===== src/rtl/writeback_ctrl_pkg.sv =====
// Shared widths, write-back entry type and default load-FIFO depth for writeback_ctrl.
package writeback_ctrl_pkg;

  localparam int REG_ADDR_W        = 5;
  localparam int XLEN              = 32;
  localparam int NUM_REGS          = 1 << REG_ADDR_W;
  localparam int LSU_DEPTH_DEFAULT = 4;

  typedef struct packed {
    logic [REG_ADDR_W-1:0] addr;
    logic [XLEN-1:0]       data;
    logic                  is_lsu;
  } wb_entry_t;

endpackage


===== src/rtl/wb_fifo.sv =====
// Synchronous FIFO for write-back entries; DEPTH must be a power of two so the
// pointers wrap naturally and the count MSB alone signals full.
module wb_fifo
  import writeback_ctrl_pkg::*;
#(
  parameter int  DEPTH = LSU_DEPTH_DEFAULT,
  parameter type T     = wb_entry_t
) (
  input  logic clk_i,
  input  logic rst_i,
  input  logic push_i,
  input  logic pop_i,
  input  T     data_i,
  output T     data_o,
  output logic full_o,
  output logic empty_o
);

  localparam int PW = (DEPTH > 1) ? $clog2(DEPTH) : 1;

  T               r_mem [DEPTH];
  logic [PW-1:0]  r_wr_ptr;
  logic [PW-1:0]  r_rd_ptr;
  logic [PW:0]    r_count;
  logic           w_push;
  logic           w_pop;

  assign full_o  = r_count[PW];
  assign empty_o = (r_count == '0);
  assign w_push  = push_i && !full_o;
  assign w_pop   = pop_i && !empty_o;
  assign data_o  = r_mem[r_rd_ptr];

  // NOTE: the storage array has no reset; r_count alone decides which slots are valid.
  always_ff @(posedge clk_i) begin
    if (w_push) r_mem[r_wr_ptr] <= data_i;
  end

  // NOTE: state is updated with non-blocking assignments so every register samples pre-edge values.
  always_ff @(posedge clk_i) begin
    if (rst_i) begin
      r_wr_ptr <= '0;
      r_rd_ptr <= '0;
      r_count  <= '0;
    end else begin
      if (w_push) r_wr_ptr <= r_wr_ptr + 1'b1;
      if (w_pop)  r_rd_ptr <= r_rd_ptr + 1'b1;
      case ({w_push, w_pop})
        2'b10:   r_count <= r_count + 1'b1;
        2'b01:   r_count <= r_count - 1'b1;
        default: r_count <= r_count;
      endcase
    end
  end

endmodule


===== src/rtl/writeback_ctrl.sv =====
// Register-file write-back arbiter (ALU over buffered loads) with a pending-load
// scoreboard for hazard stalls. Define WB_BYPASS_EN to add write-stage forwarding.
module writeback_ctrl
  import writeback_ctrl_pkg::*;
#(
  parameter int LSU_DEPTH = LSU_DEPTH_DEFAULT
) (
  input  logic                  clk_i,
  input  logic                  rst_i,
  input  logic                  alu_valid_i,
  input  logic [REG_ADDR_W-1:0] alu_rd_addr_i,
  input  logic [XLEN-1:0]       alu_data_i,
  input  logic                  lsu_valid_i,
  output logic                  lsu_ready_o,
  input  logic [REG_ADDR_W-1:0] lsu_rd_addr_i,
  input  logic [XLEN-1:0]       lsu_data_i,
  input  logic                  issue_i,
  input  logic [REG_ADDR_W-1:0] issue_rd_addr_i,
  input  logic [REG_ADDR_W-1:0] rs1_addr_i,
  input  logic [REG_ADDR_W-1:0] rs2_addr_i,
  output logic                  stall_o,
`ifdef WB_BYPASS_EN
  output logic                  rs1_fwd_o,
  output logic                  rs2_fwd_o,
  output logic [XLEN-1:0]       fwd_data_o,
`endif
  output logic [REG_ADDR_W-1:0] rd_addr_o,
  output logic [XLEN-1:0]       rd_data_o,
  output logic                  rd_wren_o
);

  logic                w_fifo_full;
  logic                w_fifo_empty;
  logic                w_push;
  logic                w_pop;
  wb_entry_t           w_lsu_entry;
  wb_entry_t           w_fifo_head;
  wb_entry_t           r_wb;
  logic                r_wren;
  logic [NUM_REGS-1:0] r_pending;
  logic [NUM_REGS-1:0] w_set_mask;
  logic [NUM_REGS-1:0] w_clr_mask;
  logic                w_rs1_fwd;
  logic                w_rs2_fwd;
  logic                w_rs1_hit;
  logic                w_rs2_hit;
  logic                w_issue_hit;

  assign lsu_ready_o = !w_fifo_full && !rst_i;
  assign w_push      = lsu_valid_i && lsu_ready_o;
  assign w_pop       = !alu_valid_i && !w_fifo_empty;
  assign w_lsu_entry = '{addr: lsu_rd_addr_i, data: lsu_data_i, is_lsu: 1'b1};

  wb_fifo #(
    .DEPTH (LSU_DEPTH),
    .T     (wb_entry_t)
  ) u_fifo (
    .clk_i   (clk_i),
    .rst_i   (rst_i),
    .push_i  (w_push),
    .pop_i   (w_pop),
    .data_i  (w_lsu_entry),
    .data_o  (w_fifo_head),
    .full_o  (w_fifo_full),
    .empty_o (w_fifo_empty)
  );

  // Writes to x0 still occupy the output stage; only the enable is suppressed.
  always_ff @(posedge clk_i) begin
    if (rst_i) begin
      r_wb   <= '0;
      r_wren <= 1'b0;
    end else if (alu_valid_i) begin
      r_wb   <= '{addr: alu_rd_addr_i, data: alu_data_i, is_lsu: 1'b0};
      r_wren <= (alu_rd_addr_i != '0);
    end else if (!w_fifo_empty) begin
      r_wb   <= w_fifo_head;
      r_wren <= (w_fifo_head.addr != '0);
    end else begin
      r_wren <= 1'b0;
    end
  end

  assign rd_addr_o = r_wb.addr;
  assign rd_data_o = r_wb.data;
  assign rd_wren_o = r_wren;

  // NOTE: both masks get a default before the conditional bit sets, so no latch is inferred.
  always_comb begin
    w_set_mask = '0;
    w_clr_mask = '0;
    if (issue_i && (issue_rd_addr_i != '0)) w_set_mask[issue_rd_addr_i] = 1'b1;
    if (r_wren && r_wb.is_lsu)              w_clr_mask[r_wb.addr]       = 1'b1;
  end

  // Set is applied after clear so a re-issue racing the completing load keeps the bit.
  always_ff @(posedge clk_i) begin
    if (rst_i) r_pending <= '0;
    else       r_pending <= (r_pending & ~w_clr_mask) | w_set_mask;
  end

`ifdef WB_BYPASS_EN
  assign w_rs1_fwd  = r_wren && (r_wb.addr == rs1_addr_i);
  assign w_rs2_fwd  = r_wren && (r_wb.addr == rs2_addr_i);
  assign rs1_fwd_o  = w_rs1_fwd;
  assign rs2_fwd_o  = w_rs2_fwd;
  assign fwd_data_o = r_wb.data;
`else
  assign w_rs1_fwd  = 1'b0;
  assign w_rs2_fwd  = 1'b0;
`endif

  assign w_rs1_hit   = (rs1_addr_i != '0) && r_pending[rs1_addr_i] && !w_rs1_fwd;
  assign w_rs2_hit   = (rs2_addr_i != '0) && r_pending[rs2_addr_i] && !w_rs2_fwd;
  assign w_issue_hit = issue_i && (issue_rd_addr_i != '0) && r_pending[issue_rd_addr_i];
  assign stall_o     = w_rs1_hit || w_rs2_hit || w_issue_hit;

endmodule


===== config.mk =====
export PLATFORM = sky130hd
export DESIGN_NAME = writeback_ctrl
export DESIGN_NICKNAME = d
export VERILOG_FILES = /design/src/rtl/writeback_ctrl_pkg.sv /design/src/rtl/wb_fifo.sv /design/src/rtl/writeback_ctrl.sv
export SDC_FILE = /design/constraint.sdc
export NUM_CORES = 1
export LEC_CHECK = 0
export ABC_AREA = 1
export CORE_MARGIN = 5
export CORE_UTILIZATION = 55
export CTS_CLUSTER_SIZE = 10
export DETAILED_ROUTE_END_ITERATION = 8
export GPL_ROUTABILITY_DRIVEN = 1
export PLACE_DENSITY = 0.81
export SYNTH_ARGS = -nofsm -noshare
export SYNTH_HDL_FRONTEND = slang
export SYNTH_SLANG_ARGS = --single-unit

===== constraint.sdc =====
create_clock -name clk_i -period 4.3 [get_ports clk_i]
set_input_delay 1.29 -clock clk_i [delete_from_list [all_inputs] [get_ports clk_i]]
set_output_delay 1.29 -clock clk_i [all_outputs]
set_load 0.05 [all_outputs]

==> summary.txt <==
Vias per std cell = 5.668
CTS Buffer Depth = 3
Rows = 49
Final net count = 1327
Endpoints failing setup = 0
Antenna viol nets, final = 0
Clk Latency, worst-skew pair = 0.53 ns
Most used cell along the critical path = nand2_1
Initial Utilization = 56.38%
Via count = 8371
DRC = 0
Die width = 146.4 um
CP max FO = 5
Slowest stage delay, CP = 0.59 ns
EDFF count, synth = 148
Die Y = 146.4 um
CTS tree = done
Pwr dens = 506.0 nW/um^2
Netlist Area Pre-Place = 10230 um^2
Area added between synthesis and finish = 21.34%
Slowest-stage cell, CP = clkdlybuf4s50_1
Initial drt markers = 803
H-tree depth = 1
Leak = 4.618 nW
Worst rel slew slack = 20.04%
Placer Congestion = 0.9312
Synth Warn # = 0
CP Class = in -> out
Syn Nets = 1222
Postcts setup bufs = 0
Initial antenna violation count = 1
Max Cap Viol = 0
Mean Syn Cell Area = 9.119 um^2
Worst Max-Slew Pin Slew = 1.199 ns
PostCTS Resize Cnt = 0
Status = complete, no violations
Total gr overflow = 0
Final Instance Area = 12410 um^2
Clock root cell = clkbuf_16
Main flop type after synthesis = edfxtp_1
Cell count after synthesis = 1122
# port buffers = 133
Placement Cell Area = 11580 um^2
Arr. time, crit path = 2.89 ns
Max rail drop VDD = 330.9 uV
DRT Wirelength = 26.51 mm
Ports = 134
Hold Path Class = reg -> reg
Clk slew on worst S/H paths = 0.06 ns
Ys async rst share = 0%
GRT Overall Usage = 24.02%
Setup skew after layout = 0.01127 ns
Core Region = 18150 um^2
Clk sinks = 228
DR WL/cell = 17.95 um
Worst hold slack = 0.4662 ns
CP Launch Type = primary input
Drt first pass iters = 5
Cts hold-fix bufs = 0
Final period utilization = 97.20%
Synth Register Bits = 228
Fillers = 1328
Total CTS buffers = 27
First-pass GRT wire length = 42.10 mm
Vias in the first global route = 8330
Period minus WS final = 4.180 ns
Largest net degree at the start of global routing = 75
Die footprint = 21430 um^2
Layout cells sized above 1 = 7.698%
Cell Chain, Critical Path = clkdlybuf4s50_1 -> inv_2 -> nor3_1 -> nand2_1 -> nand2_1 -> nor2_1 -> nand2_1 -> a21oi_1 -> nand2_1 -> buf_12
DP Wirelength = 16.63 mm
CP required = 3.01 ns
Final Hold Vio Count = 0
F_max = 239.3 MHz
Distinct cells, synth = 32
Crit. End Element = output pin
Setup TNS = 0 ns
Max Slew Vio Count = 0
Sequential element share of the synthesized area = 59.09%
## layout by cell type, fill, tap and decap left out, types with 2 or more instances in the layout
cell,Yosys,final
clkbuf_16,0,27
dlymetal6s2s_1,0,3
clkbuf_1,25,19
clkinvlp_4,0,3
ha_1,5,5
a31oi_1,35,35
buf_12,0,2
nand3_1,63,63
buf_2,19,2
nand2_1,326,326
edfxtp_1,148,148
nor3_1,8,7
buf_4,43,31
o22ai_1,33,33
nor2_4,1,5
buf_6,4,2
nor2_1,86,82
o211ai_1,6,6
nor3_2,2,3
inv_1,66,60
inv_2,5,9
clkdlybuf4s50_1,0,126
o21ai_0,108,107
a21oi_1,45,45
nor3_4,2,2
dfxtp_1,80,79
## worst max-delay path: cells and delay by family
kind | cells | cell delay (ns)
AND/OR/NAND/NOR | 6 | 0.69
buffers and inverters | 3 | 0.82
AO/OA/AOI/OAI | 1 | 0.08
## cell type report
type	instances	area (um^2)	area share [%]
inverter	73	284.0	2.288
timing repair inverter	2	12.51	0.1008
sequential	228	6047	48.71
antenna	1	2.502	0.02016
clock buffer	47	760.7	6.128
clock inverter	2	28.78	0.2318
timing repair buffer	166	1604	12.92
multi-input combinational	729	3388	27.29
tap	229	286.5	2.308
## per-stage QoR
step           cells  power, W  util [%]  worst slack (ns)
2_1_floorplan   1122  0.003852         -           -0.2819
3_3_place_gp    1425  0.004228     63.79           0.07070
3_5_place_dp    1425  0.004266     63.79           0.05973
4_1_cts         1474  0.006305     68.14           0.04606
6_report        1477  0.006282     68.41            0.1203
5_1_grt         1476  0.006582     68.39          -0.03722
## synth_stat cells, types with 2 or more instances
master | n | area share [%]
clkinv_1 | 2 | 0.073
nor3_4 | 2 | 0.32
o21ai_0 | 108 | 5.3
nand2_1 | 326 | 12
nor3_2 | 2 | 0.20
a31oi_1 | 35 | 2.1
edfxtp_1 | 148 | 43
nor3_1 | 8 | 0.39
inv_2 | 5 | 0.18
a21oi_1 | 45 | 2.2
inv_1 | 66 | 2.4
clkbuf_1 | 25 | 0.92
dfxtp_1 | 80 | 16
buf_2 | 19 | 0.93
o22ai_1 | 33 | 2.0
nor2_1 | 86 | 3.2
buf_6 | 4 | 0.44
ha_1 | 5 | 0.61
o211ai_1 | 6 | 0.44
nand3_1 | 63 | 3.1
buf_4 | 43 | 3.2
## final timing paths
kind / to / cells after the start / startpoint / slack [ns]
max: stall_o / 10 / issue_rd_addr_i[2] / 0.12
min: r_pending[0] / 2 / r_pending[0] / 0.47
max reg2reg: u_fifo.r_mem[1][22] / 4 / u_fifo.r_count[2] / 2.13
min reg2reg: r_pending[0] / 2 / r_pending[0] / 0.47
## cells by family (layout without fill, tap and decap cells)
kind of cell,after synthesis,in the layout,share of synthesized area [%]
adder cells (fa/ha/maj),6,6,0.8071
XOR/XNOR,1,1,0.08562
other,0,1,0
AND/OR/NAND/NOR,492,492,19.49
AO/OA/AOI/OAI,230,230,12.35
flip-flops,228,228,59.09
buffers and inverters,165,290,8.169
## per-layer routing
metal	vias to the layer above	track usage, %	routed length [um]
li1	3992	-	-
met1	3903	29.96	10590
met2	399	40.61	12630
met3	75	5.888	2476
met4	2	9.172	794
met5	-	0	13
## sequential cells by signal, indices dropped and copies added, names as in the netlist, named ones only
name             flops
u_fifo.r_mem       148
r_pending           32
rd_data_o           32
rd_addr_o            5
u_fifo.r_count       3
u_fifo.r_rd_ptr      2
u_fifo.r_wr_ptr      2
r_wb                 1
rd_wren_o            1
## power by group
| part | switching (W) | internal (W) | total [W] |
|---|---|---|---|
| Combinational | 0.00111 | 0.000511 | 0.00163 |
| Clock | 0.000844 | 0.00120 | 0.00204 |
| Sequential | 0.0000975 | 0.00252 | 0.00262 |
| Total | 0.00206 | 0.00423 | 0.00628 |
(Power assumes the default switching activity.)
